===== src/rtl/win_pkg.sv =====
// Shared defaults, FSM encoding and window count for the 3x3 window address generator.
// BORDER_CLAMP_EN selects full-image scan with edge replication.
package win_pkg;

  localparam int DEF_IMG_W     = 800;
  localparam int DEF_IMG_H     = 600;
  localparam int DEF_AW        = 19;
  localparam int DEF_CW        = 10;
  localparam int DEF_BASE_ADDR = 0;

  typedef logic [1:0] state_t;

  localparam state_t IDLE = 2'd0;
  localparam state_t SCAN = 2'd1;
  localparam state_t DONE = 2'd2;

  function automatic int n_win(input int w, input int h);
`ifdef BORDER_CLAMP_EN
    return w * h;
`else
    return (w - 2) * (h - 2);
`endif
  endfunction

  localparam int N_WIN = n_win(DEF_IMG_W, DEF_IMG_H);

endpackage


===== src/rtl/win_row_bases.sv =====
// Row-base registers for window rows r-1, r, r+1; shifted down one row per wrap.
// BORDER_CLAMP_EN replicates the first/last image row.
module win_row_bases
  import win_pkg::*;
#(
  parameter int IMG_W     = DEF_IMG_W,
  parameter int IMG_H     = DEF_IMG_H,
  parameter int AW        = DEF_AW,
  parameter int CW        = DEF_CW,
  parameter int BASE_ADDR = DEF_BASE_ADDR
) (
  input  logic          clk,
  input  logic          rst,
  input  logic          load,
  input  logic          adv,
`ifdef BORDER_CLAMP_EN
  input  logic [CW-1:0] row,
`endif
  output logic [AW-1:0] b0,
  output logic [AW-1:0] b1,
  output logic [AW-1:0] b2
);

  localparam logic [AW-1:0] W_A    = AW'(IMG_W);
  localparam logic [AW-1:0] BASE_A = AW'(BASE_ADDR);

`ifdef BORDER_CLAMP_EN
  localparam logic [AW-1:0] L0 = BASE_A;
  localparam logic [AW-1:0] L1 = BASE_A;
  localparam logic [AW-1:0] L2 = (IMG_H > 1) ? BASE_A + W_A : BASE_A;

  // Entering the last row: r+1 stays clamped on that row.
  logic hold2;
  assign hold2 = (row == CW'(IMG_H - 2));
`else
  localparam logic [AW-1:0] L0 = BASE_A;
  localparam logic [AW-1:0] L1 = BASE_A + W_A;
  localparam logic [AW-1:0] L2 = BASE_A + W_A + W_A;

  logic hold2;
  assign hold2 = 1'b0;
`endif

  always_ff @(posedge clk or posedge rst) begin
    if (rst) begin
      b0 <= '0;
      b1 <= '0;
      b2 <= '0;
    end else if (load) begin
      b0 <= L0;
      b1 <= L1;
      b2 <= L2;
    end else if (adv) begin
      b0 <= b1;
      b1 <= b2;
      b2 <= hold2 ? b2 : b2 + W_A;
    end
  end

endmodule


===== src/rtl/win3x3_addr_gen.sv =====
// Raster-scan 3x3 window address generator with valid/ready handshake.
// Optional BORDER_CLAMP_EN: scan every pixel, clamp neighbours to the edge.
module win3x3_addr_gen
  import win_pkg::*;
#(
  parameter int IMG_W     = DEF_IMG_W,
  parameter int IMG_H     = DEF_IMG_H,
  parameter int AW        = DEF_AW,
  parameter int CW        = DEF_CW,
  parameter int BASE_ADDR = DEF_BASE_ADDR
) (
  input  logic          clk,
  input  logic          rst,
  input  logic          start,
  input  logic          ready,
  output logic          valid,
  output logic          busy,
  output logic          done,
  output logic [AW-1:0] a0,
  output logic [AW-1:0] a1,
  output logic [AW-1:0] a2,
  output logic [AW-1:0] a3,
  output logic [AW-1:0] a4,
  output logic [AW-1:0] a5,
  output logic [AW-1:0] a6,
  output logic [AW-1:0] a7,
  output logic [AW-1:0] a8,
  output logic [AW-1:0] oa,
  output logic [CW-1:0] row,
  output logic [CW-1:0] col
);

  localparam logic [AW-1:0] ONE_A = AW'(1);
  localparam logic [CW-1:0] ONE_C = CW'(1);

`ifdef BORDER_CLAMP_EN
  localparam logic [CW-1:0] R0     = '0;
  localparam logic [CW-1:0] C0     = '0;
  localparam logic [CW-1:0] R_LAST = CW'(IMG_H - 1);
  localparam logic [CW-1:0] C_LAST = CW'(IMG_W - 1);
  localparam logic [AW-1:0] OA0    = '0;
  localparam logic [AW-1:0] OA_WRP = AW'(1);
`else
  localparam logic [CW-1:0] R0     = CW'(1);
  localparam logic [CW-1:0] C0     = CW'(1);
  localparam logic [CW-1:0] R_LAST = CW'(IMG_H - 2);
  localparam logic [CW-1:0] C_LAST = CW'(IMG_W - 2);
  localparam logic [AW-1:0] OA0    = AW'(IMG_W + 1);
  localparam logic [AW-1:0] OA_WRP = AW'(3);
`endif

  function automatic logic [AW-1:0] off_m(input logic [CW-1:0] c);
`ifdef BORDER_CLAMP_EN
    return (c == '0) ? AW'(c) : AW'(c) - ONE_A;
`else
    return AW'(c) - ONE_A;
`endif
  endfunction

  function automatic logic [AW-1:0] off_p(input logic [CW-1:0] c);
`ifdef BORDER_CLAMP_EN
    return (c == C_LAST) ? AW'(c) : AW'(c) + ONE_A;
`else
    return AW'(c) + ONE_A;
`endif
  endfunction

  state_t        state;
  logic [AW-1:0] cm, cp, cc;
  logic [AW-1:0] b0, b1, b2;
  logic          take, last, load, adv, col_step;
  logic [CW-1:0] nxt_col;

  always_comb begin
    take     = valid && ready;
    last     = (row == R_LAST) && (col == C_LAST);
    load     = (state == IDLE) && start;
    adv      = take && !last && (col == C_LAST);
    col_step = load || (take && !last);
    nxt_col  = col + ONE_C;
    if (load || col == C_LAST) nxt_col = C0;
  end

  win_row_bases #(
    .IMG_W(IMG_W), .IMG_H(IMG_H), .AW(AW),
    .CW(CW), .BASE_ADDR(BASE_ADDR)
  ) u_rows (
    .clk(clk),
    .rst(rst),
    .load(load),
    .adv(adv),
`ifdef BORDER_CLAMP_EN
    .row(row),
`endif
    .b0(b0),
    .b1(b1),
    .b2(b2)
  );

  always_ff @(posedge clk or posedge rst) begin
    if (rst) begin
      state <= IDLE;
      valid <= 1'b0;
      busy  <= 1'b0;
      done  <= 1'b0;
      row   <= '0;
      col   <= '0;
      oa    <= '0;
      cm    <= '0;
      cp    <= '0;
    end else begin
      done <= 1'b0;
      case (state)
        IDLE: if (start) begin
          state <= SCAN;
          valid <= 1'b1;
          busy  <= 1'b1;
          row   <= R0;
          oa    <= OA0;
        end
        SCAN: if (take) begin
          if (last) begin
            state <= DONE;
            valid <= 1'b0;
            busy  <= 1'b0;
            done  <= 1'b1;
          end else if (col == C_LAST) begin
            row <= row + ONE_C;
            oa  <= oa + OA_WRP;
          end else begin
            oa  <= oa + ONE_A;
          end
        end
        DONE:    state <= IDLE;
        default: state <= IDLE;
      endcase
      if (col_step) begin
        col <= nxt_col;
        cm  <= off_m(nxt_col);
        cp  <= off_p(nxt_col);
      end
    end
  end

  assign cc = AW'(col);

  assign a0 = b0 + cm;
  assign a1 = b0 + cc;
  assign a2 = b0 + cp;
  assign a3 = b1 + cm;
  assign a4 = b1 + cc;
  assign a5 = b1 + cp;
  assign a6 = b2 + cm;
  assign a7 = b2 + cc;
  assign a8 = b2 + cp;

endmodule


===== config.mk =====
export PLATFORM = sky130hd
export DESIGN_NAME = win3x3_addr_gen
export DESIGN_NICKNAME = d
export VERILOG_FILES = /design/src/rtl/win_pkg.sv /design/src/rtl/win_row_bases.sv /design/src/rtl/win3x3_addr_gen.sv
export SDC_FILE = /design/constraint.sdc
export NUM_CORES = 1
export LEC_CHECK = 0
export BUFFER_PORTS_ARGS = -buffer_cell sky130_fd_sc_hd__clkbuf_2
export CORE_MARGIN = 2
export CORE_UTILIZATION = 48
export CTS_CLUSTER_DIAMETER = 80
export DETAILED_ROUTE_END_ITERATION = 12
export GPL_TIMING_DRIVEN = 0
export PLACE_DENSITY = 0.85
export RECOVER_POWER = 100
export REMOVE_ABC_BUFFERS = 1
export SLEW_MARGIN = 20
export SYNTH_ARGS = -nofsm -noshare
export SYNTH_HDL_FRONTEND = slang
export SYNTH_SLANG_ARGS = --single-unit

===== constraint.sdc =====
create_clock -name clk -period 3.95 [get_ports clk]
set_clock_uncertainty 0.2 [all_clocks]
set_input_delay 1.185 -clock clk [delete_from_list [all_inputs] [get_ports clk]]
set_output_delay 1.185 -clock clk [all_outputs]
set_load 0.02 [all_outputs]

==> metrics.cfg, run 1 <==
[run_status]
outcome = complete, but fails checks
failed_checks = capacitance limit, slew limit, setup timing

[clock_network]
worst_setup_hold_path_clk_slew_ns = 0.09
cts_tree = built
htree_levels = 3
insertion_delay_ns = 0.37
cts.sinks = 108
cts-root-buf = clkbuf_16
postCtsHoldBufs = 0
cts_max_path_buffers = 2
cts_buffers = 9

[yosys]
synth_area_leader_cell = dfrtp_1
synth_common_cells = 168 x nand2_1, 125 x nor2_1, 118 x xnor2_1, 109 x ha_1, 108 x dfrtp_1
synth.avg_cell_area_um2 = 8.02
synth-seq-cells = 108
synth_ff_type = dfrtp_1
synth.most_common_cell = nand2_1
ys.warnings.count = 0
synth_top_area_frac = 0.251
synth_area_leaders = dfrtp_1 25%, ha_1 13%, xnor2_1 9.6%
syn_inst = 1344
synth-edff-count = 0
synth_area_um2 = 10800
synth.distinct_cells = 75
seq_area_frac_synth = 0.251
async_flop_share = 1.00

[finish]
fin_util = 0.695
drive_above_1_share = 0.370
syn_to_final_growth_pct = 41.7
nets = 1729
fin_area_um2 = 15300
antenna_cells = 0

[critical_path]
crit_path_max_incr_delay_ns = 0.49
crit_path_top_delay_cell = dfrtp_2
reg2reg_depth = 12
critPathKind = register to output port
required_ns = 2.56
r2r_setup_slack_ns = 0.31
reg2reg_to = cp[8]$_DFFE_PP0P_
cp_num_buf_inv = 2
critPathMaxFanout = 6
r2r_start = col[0]$_DFFE_PP0P_
path_cells = buf_8 -> ha_2 -> o21a_1 -> o21ai_0 -> or3_4 -> o2bb2ai_2 -> nor2_1 -> xor2_1 -> buf_4
startpoint_type = register
critPathTopFamily = simple AND/OR/NAND/NOR gates
end_kind = output port
arrival_ns = 2.91

[sta]
max_freq_mhz = 233
fin_ws_ns = -0.347
period_share = 1.09
relSlewSlack = -0.498
whs_ns = 0.358
rsz0062_at_grt = yes
hold_viol_final = 0
setup_violations = 81
slew_violations = 47
layout_min_cycle_time_ns = 4.30
tightest_slew_ns = 2.23

[route]
num_vias = 12700
first_pass_iters = 8
route.detailed.drc = 0
routedWlPerCell_um = 23.8
viasPerCell = 6.68
routed_wl_um = 45100
ant_nets = 0
drt-initial-drc-count = 1423

[global_route]
antenna_found_initial = 0
grt_pass1_vias = 11400
grt_first_pass_wirelength_um = 61100
grt_start_max_net_pins = 64
grt_overflow_total = 0
gr-usage-all-layers = 0.319

[power_and_ir_drop]
peakVddDrop_v = 0.000293
leakage_uw = 0.00687
powerDensity_nw_per_um2 = 175

[die]
coreArea_um2 = 22000
initial_core_util = 0.491
die_height_um = 154
placementRows = 54
die_w_um = 154
die_area_um2 = 23700
io_pins = 217

[placement]
post-place-ws_ns = -0.806
dpl_cell_area_um2 = 12100
hpwl_um = 24700
gp_congestion = 0.922
portBuffers = 216

[min_path]
whs_path_depth = 2
hold_path.startpoint = oa[18]$_DFFE_PP0P_
min_path_type = register to register
worstHoldEndpoint = oa[18]$_DFFE_PP0P_

[job]
max_cap_viol_count = 1

[registers in the layout (all words and copies together), names as in the netlist, 2 cells and up]
register and count:
oa 19, u_rows.b1 15, state 2, u_rows.b0 15, col 10, cp 10, u_rows.b2 14, cm 11
row 10
[layout make-up]
class                           instances  area (µm²)
Inverter                               50         196
Clock inverter                          7        81.3
Fill cell                            1342        6690
Timing Repair Buffer                  321        2340
Clock buffer                            9         225
Multi-Input combinational cell       1119        9330
Tap cell                              280         350
Sequential cell                       108        2740
[cell families (layout without fill, tap and decap cells)]
kind of cell    Yosys count  after routing  share of synthesized area
compound gates          346            346                      0.211
flops                   108            108                      0.251
buf+inv                 118            387                     0.0459
mux                       2              2                    0.00302
other cells               1              1                   0.000348
xor+xnor                174            174                      0.141
fa+ha+maj               116            116                      0.140
simple gates            479            480                      0.208
[where the power goes]
group	internal (µW)	switching, µW
combinational	182	299
sequential	1130	56.0
clock	505	504
total	1820	859
[repair_timing]
action                     CTS  global route
resized for setup          279           261
pin swaps                   71            99
buffers inserted            57            40
setup endpoints to repair  107            93
cloned                       1             1
[metrics by stage]
stage | TNS [ns] | power, µW | instances
after floorplan | -80.46 | 1440 | 1276
after global placement | -410.33 | 1560 | 1772
after detailed placement | -20.77 | 1570 | 1780
after CTS | -4.98 | 2580 | 1854
after global routing | -16.53 | 2730 | 1894
final | -13.18 | 2680 | 1894
[worst max path at each step]
stage	cells past startpoint	to	startpoint	slack (ns)
detailed placement	10	a2[14]	u_rows.b0[4]$_DFFE_PP0P_	-0.81
global placement	6	u_rows.b2[9]$_DFFE_PP0P_	start	-4.30
floorplan	5	u_rows.b2[9]$_DFFE_PP0P_	start	-1.32
global route	10	a3[18]	u_rows.b1[4]$_DFFE_PP0P_	-0.41
finish	9	a2[17]	u_rows.b0[4]$_DFFE_PP0P_	-0.35
CTS	11	a3[18]	cm[0]$_DFFE_PP0P_	-0.20
[cells in the final DEF, fill, tap and decap left out, types with 11 or more instances in the layout]
cell	n
nand2_1	160
buf_4	135
clkbuf_2	123
nor2_1	114
xnor2_1	103
dfrtp_1	82
o21ai_0	78
ha_1	63
xor2_1	50
inv_1	44
ha_4	38
nand3_1	35
a21oi_1	35
nor3_1	26
dfrtp_2	25
buf_6	22
a21oi_2	20
o21a_1	19
a21o_1	18
a211oi_1	18
nand4_1	15
and2_1	13
o21ai_2	13
o211ai_1	13
xnor2_2	13
buf_8	12
clkbuf_1	12
and3_1	11
[worst min-delay path: cells and delay by family, from the launching register on]
kind	cells	cell delay, ns
xor+xnor	1	0.08
simple gates	1	0.07
flops	1	0.37
[metal layers]
metal  vias to the layer above  GRT usage  wire [µm]
met4                         0      0.174       3510
met1                      5994      0.386      15600
met2                      1040      0.530      20700
met5                         -          0          0
met3                       328     0.0727       5320
li1                       5296          -          -
No activity file was read; power rests on OpenSTA's default activity.
==> inputs of run 2 (changes only) <==
- CORE_ASPECT_RATIO: unset -> 2
- PLACE_DENSITY: 0.85 -> 0.82
- clock period: 3.95 -> 4.2 ns (I/O delays scaled with it)
==> run 2 against run 1 <==
  * The flow still finishes with violations (capacitance limit, slew limit, setup timing)
  * Sequential share of layout area is 1.1 points higher
  * Total power decreased by 6.8%
  * First-iteration DRC count decreased by 11%
  * Sequential power down 7%
  * Clock power is 5% lower
  * Die area rose by 0.31%
  * Non-clock buffer count fell by 23
  * Via count fell by 7.3%
  * Hold slack better by 0.00070 ns
  * Cell count down 1.5%
  * Critical endpoint is now a1[13]
  * Highest routed layer unchanged
==> metrics.cfg, run 2 (synthesis gave the netlist of run 1 again) <==
[critical_path]
r2r_start = col[0]$_DFFE_PP0P_
crit_path_max_incr_delay_ns = 0.56  ; +0.07 ns
critPathMaxFanout = 6  ; unchanged
endpoint = a1[13]
crit_start = u_rows.b0[4]$_DFFE_PP0P_
end_kind = output port
r2r_setup_slack_ns = 0.44  ; +0.13 ns
critPathTopFamily = compound AO/OA/AOI/OAI gates
critPathKind = register to output port
required_ns = 2.74  ; +0.18 ns
crit_cells = 9  ; unchanged
reg2reg_depth = 13  ; +1
crit_path_top_delay_cell = dfrtp_4
path_cells = buf_12 -> ha_4 -> o21ai_4 -> o211a_1 -> or3_4 -> a211o_4 -> nor2_4 -> xor2_1 -> buf_4
arrival_ns = 2.95  ; +0.04 ns
reg2reg_to = cp[8]$_DFFE_PP0P_
startpoint_type = register
cp_num_buf_inv = 2  ; unchanged

[sta]
relSlewSlack = -0.113  ; +0.385
tns_ns = -3.21  ; +9.97 ns
setup_violations = 43  ; -47%
rsz0062_at_grt = yes
period_share = 1.05
hold_viol_final = 0  ; unchanged
layout_min_cycle_time_ns = 4.41
fin_ws_ns = -0.207  ; +0.140 ns
max_freq_mhz = 227
tightest_slew_ns = 1.66  ; -0.575 ns
whs_ns = 0.358  ; +0.000703 ns
slew_violations = 37  ; -21%

[route]
routed_wl_um = 40300  ; -11%
drt-initial-drc-count = 1265  ; -11%
viasPerCell = 6.29  ; -5.9%
num_vias = 11700  ; -7.3%
route.detailed.drc = 0  ; unchanged
routedWlPerCell_um = 21.6  ; -9.4%
first_pass_iters = 6  ; -2
ant_nets = 0  ; unchanged

[finish]
largest_reg_flops = 19  ; unchanged
nets = 1705  ; -1.4%
multi_input_area_um2 = 8800  ; -5.7%
reg_top3 = oa x19, u_rows.b0 x15, u_rows.b1 x15
syn_to_final_growth_pct = 33.4
antenna_cells = 0  ; unchanged
seqCellArea_um2 = 2730  ; -0.27%
fillers = 1672  ; +25%
final_common_cell = nand2_1
top_register = oa
drive_above_1_share = 0.296  ; -0.0743
mostFrequentLayoutCells = 164 x nand2_1, 119 x clkbuf_2, 114 x nor2_1, 109 x xnor2_1, 101 x buf_4
fin_area_um2 = 14400  ; -5.9%
fin_util = 0.651  ; -0.0439

[clock_network]
cts.sinks = 108  ; unchanged
worst_setup_hold_path_clk_slew_ns = 0.08  ; about the same
cts_max_path_buffers = 2  ; unchanged
postCtsHoldBufs = 0  ; unchanged
htree_levels = 3  ; unchanged
insertion_delay_ns = 0.37  ; about the same
cts_tree = built
cts_buffers = 9  ; unchanged
cts-root-buf = clkbuf_16

[placement]
gp_congestion = 0.943  ; +2.3%
hpwl_um = 26400  ; +7.0%
portBuffers = 216  ; unchanged
dpl_cell_area_um2 = 12100  ; -0.19%
post-place-ws_ns = -0.732  ; +0.0738 ns

[min_path]
whs_path_depth = 2  ; unchanged
min_path_type = register to register

[die]
placementRows = 77  ; +43%
coreArea_um2 = 22100  ; +0.47%
die_height_um = 216  ; +40%
initial_core_util = 0.488  ; -0.00231
die_w_um = 110  ; -29%
io_pins = 217  ; unchanged
die_area_um2 = 23700  ; +0.31%

[job]
max_cap_viol_count = 1  ; unchanged

[power_and_ir_drop]
leakage_uw = 0.00657  ; -4.4%
powerDensity_nw_per_um2 = 174  ; -0.95%
peakVddDrop_v = 0.000205  ; -30%

[global_route]
gr-usage-all-layers = 0.313  ; -0.00694
grt_first_pass_wirelength_um = 58100  ; -4.9%
grt_pass1_vias = 11400  ; -0.17%
antenna_found_initial = 0  ; unchanged
grt_overflow_total = 0  ; unchanged
grt_start_max_net_pins = 74  ; +16%

[run_status]
failed_checks = capacitance limit, slew limit, setup timing
outcome = complete, but fails checks

-- run 2: cell count changes in the layout (fill, tap and decap cells not counted), moves of 11 or more --
cell and delta:
buf_4 -34, clkbuf_1 +29, ha_1 +13, ha_4 -13, dfrtp_2 -12, a21oi_1 +11
-- run 2: how the worst min path moves through the flow --
stage	startpoint	end	slack [ns]
after floorplan	u_rows.b0[5]$_DFFE_PP0P_	u_rows.b0[5]$_DFFE_PP0P_	0.30
after global placement	u_rows.b0[5]$_DFFE_PP0P_	u_rows.b0[5]$_DFFE_PP0P_	0.33
after detailed placement	oa[18]$_DFFE_PP0P_	oa[18]$_DFFE_PP0P_	0.34
after CTS	oa[18]$_DFFE_PP0P_	oa[18]$_DFFE_PP0P_	0.36
after global routing	u_rows.b0[9]$_DFFE_PP0P_	u_rows.b0[9]$_DFFE_PP0P_	0.39
final	oa[18]$_DFFE_PP0P_	oa[18]$_DFFE_PP0P_	0.36
-- run 2: final cells by class --
type | instances | area share
multi-input combinational | 1118 | 0.612
timing repair buffer | 298 | 0.138
tap | 276 | 0.0240
clock inverter | 7 | 0.00697
inverter | 50 | 0.0135
sequential | 108 | 0.190
clock buffer | 9 | 0.0157
-- run 2: metrics by stage --
step,instances,power (µW)
2_1_floorplan,1276,1360
6_report,1866,2500
3_3_place_gp,1768,1470
4_1_cts,1830,2440
5_1_grt,1866,2570
3_5_place_dp,1775,1480
-- run 2: what timing repair did --
action / 4_1_cts / 5_1_grt
setup buffers: 39 / 35
gates cloned: 0 / 1
gates resized for setup: 177 / 205
pin swaps: 60 / 82
setup endpoints to repair: 97 / 78
-- run 2: worst reg2reg max path: cells and delay by family, from the launching register on --
kind,cells,cell delay [ns]
compound gates,1,0.22
simple gates,7,1.99
fa+ha+maj,2,0.41
buf+inv,3,0.37
flops,1,0.48
-- run 2: routing by layer --
layer,GRT usage,wire (µm)
met1,0.312,13200
met2,0.569,20900
met3,0.0471,2650
met4,0.214,3450
met5,0,0
-- run 2: where the power goes --
| group | switching, µW | internal (µW) | leakage [µW] |
|---|---|---|---|
| Clock | 434 | 527 | 0.000148 |
| Combinational | 264 | 156 | 0.00502 |
| Sequential | 50.9 | 1060 | 0.00140 |
| Total | 749 | 1750 | 0.00657 |
==> inputs of run 3 (changes only) <==
- SETUP_SLACK_MARGIN: unset -> 0.05
==> run 3 against run 2 <==
  * The run still ends with capacitance limit, slew limit, setup timing left
  * Via count shrank 1.2%
  * Largest power group unchanged
  * Non-clock buffer count shrank 11
  * Cell count shrank 0.54%
  * Global-route usage grew 0.24 points
  * Combinational power shrank 2%
  * Clock power is essentially flat
  * Largest cell class unchanged
==> metrics.cfg, run 3 (synthesis gave the netlist of run 1 again) <==
[run_status]
outcome = complete, but fails checks
failed_checks = capacitance limit, slew limit, setup timing

[finish]
fin_util = 0.655  ; +0.00386
drive_above_1_share = 0.329  ; +0.0335
nets = 1695  ; -0.59%
final_common_cell = nand2_1
reg_top3 = oa x19, u_rows.b0 x15, u_rows.b1 x15
antenna_cells = 0  ; unchanged
fin_cells = 1856  ; -0.54%
mostFrequentLayoutCells = 161 x nand2_1, 150 x clkbuf_2, 116 x nor2_1, 107 x xnor2_1, 100 x buf_4
fin_area_um2 = 14500  ; +0.59%
syn_to_final_growth_pct = 34.1
top_register = oa
largest_reg_flops = 19  ; unchanged

[route]
routedWlPerCell_um = 21.3  ; -1.2%
drt-initial-drc-count = 911  ; -28%
route.detailed.drc = 0  ; unchanged
num_vias = 11600  ; -1.2%
routed_wl_um = 39600  ; -1.7%
viasPerCell = 6.25  ; -0.62%
first_pass_iters = 6  ; unchanged
ant_nets = 0  ; unchanged

[sta]
relSlewSlack = -0.127  ; -0.0142
setup_violations = 41  ; -4.7%
fin_ws_ns = -0.194  ; +0.0126 ns
tightest_slew_ns = 1.68  ; +0.0212 ns
rsz0062_at_grt = yes
max_freq_mhz = 228  ; +0.29%
layout_min_cycle_time_ns = 4.39  ; -0.0126 ns
hold_viol_final = 0  ; unchanged
slew_violations = 37  ; unchanged
period_share = 1.05  ; -0.00299

[global_route]
grt_start_max_net_pins = 74  ; unchanged
gr-usage-met1 = 0.316  ; +0.00382
gr-usage-all-layers = 0.315  ; +0.00240
busiest_layer = met2
grt_first_pass_wirelength_um = 58700  ; +0.96%
met3_usage = 0.0489  ; +0.00181
antenna_found_initial = 0  ; unchanged
grt_use_met2 = 0.566  ; -0.00225
grt_overflow_total = 0  ; unchanged
grt_pass1_vias = 11400  ; +0.11%

[power_and_ir_drop]
seqPwrFrac = 0.448  ; about the same
switching_share = 0.299  ; -0.000893
p_sw_uw = 744  ; -0.69%
leakage_uw = 0.00667  ; +1.5%
intPower_uw = 1740  ; -0.26%
clkPwrFrac = 0.386  ; about the same
power_frac_comb = 0.166  ; -0.002
powerDensity_nw_per_um2 = 172  ; -0.98%
p_total_uw = 2490  ; -0.39%
peakVddDrop_v = 0.000197  ; -4.1%

[die]
die_w_um = 110  ; unchanged
initial_core_util = 0.488  ; unchanged
placementRows = 77  ; unchanged
io_pins = 217  ; unchanged
die_area_um2 = 23700  ; unchanged
coreArea_um2 = 22100  ; unchanged
die_height_um = 216  ; unchanged

[clock_network]
cts_buffers = 9  ; unchanged
insertion_delay_ns = 0.37  ; about the same
cts_tree = built
postCtsHoldBufs = 0  ; unchanged
htree_levels = 3  ; unchanged
cts-root-buf = clkbuf_16
cts.sinks = 108  ; unchanged
cts_max_path_buffers = 2  ; unchanged
worst_setup_hold_path_clk_slew_ns = 0.08  ; about the same

[critical_path]
critPathKind = register to output port
arrival_ns = 2.93  ; -0.02 ns
startpoint_type = register
critPathMaxFanout = 7  ; +1
end_kind = output port
required_ns = 2.74  ; about the same

[placement]
dpl_cell_area_um2 = 12100  ; unchanged
dp.cells = 1775  ; unchanged
hpwl_um = 26400  ; unchanged
portBuffers = 216  ; unchanged
gp_congestion = 0.943  ; unchanged

[job]
max_cap_viol_count = 1  ; unchanged

[min_path]
min_path_type = register to register

-- run 3: cell types whose count changed in the layout (fill, tap and decap cells not counted), moves of 4 or more --
cell / delta
dfrtp_2: +7
clkbuf_1: -40
clkbuf_4: -6
clkbuf_2: +31
a21oi_2: +4
dfrtp_1: -6
-- run 3: power groups by stage --
stage	sequential (µW)	combinational, µW	clock (µW)
floorplan	1130	221	0
global placement	1130	340	0
detailed placement	1130	352	0
CTS	1110	381	952
global route	1120	439	1010
finish	1110	413	960
-- run 3: repair_timing --
item | CTS | global route
endpoints found under the setup margin | 106 | 87
cloned | 0 | 1
setup buffers | 41 | 23
hold endpoints to repair | 0 | 0
pin swaps | 72 | 70
resized for setup | 216 | 201
-- run 3: final timing paths --
check | startpoint | end | slack [ns] | cells past startpoint
setup / recovery | u_rows.b0[4]$_DFFE_PP0P_ | a1[15] | -0.19 | 9
setup reg to reg | col[0]$_DFFE_PP0P_ | cp[8]$_DFFE_PP0P_ | 0.72 | 12
hold / removal | oa[18]$_DFFE_PP0P_ | oa[18]$_DFFE_PP0P_ | 0.36 | 2
hold reg to reg | oa[18]$_DFFE_PP0P_ | oa[18]$_DFFE_PP0P_ | 0.36 | 2
min in group asynchronous | rst | oa[18]$_DFFE_PP0P_ | 1.07 | 2
max in group asynchronous | rst | u_rows.b0[4]$_DFFE_PP0P_ | 0.82 | 3
-- run 3: routing by layer --
metal  share of wire  up-vias
met2            0.52      596
met4           0.089        0
li1                -     5228
met3           0.066      233
met5               0        -
met1            0.33     5538
-- run 3: through the flow --
| step | setup slack, ns | setup TNS [ns] | hold slack [ns] |
|---|---|---|---|
| 2_1_floorplan | -1.14 | -50.12 | 0.304 |
| 3_3_place_gp | -4.15 | -369.19 | 0.334 |
| 3_5_place_dp | -0.732 | -14.88 | 0.339 |
| 4_1_cts | -0.139 | -2.11 | 0.361 |
| 5_1_grt | -0.251 | -5.88 | 0.390 |
| 6_report | -0.194 | -3.07 | 0.358 |
-- run 3: cell type report --
class / instances / area, µm²
multi-input combinational: 1119 / 8870
fill: 1650 / 7610
sequential: 108 / 2740
timing repair buffer: 287 / 1980
tap: 276 / 345
clock buffer: 9 / 225
inverter: 50 / 196
clock inverter: 7 / 100
-- run 3: worst max-delay path: stages (launching register included) --
cell and delay (ns):
dfrtp_4 0.54, buf_12 0.17, ha_4 0.29, o21ai_4 0.09, o211a_1 0.25, or3_4 0.38, a211o_4 0.38, nor2_1 0.14
xor2_1 0.17, buf_4 0.16
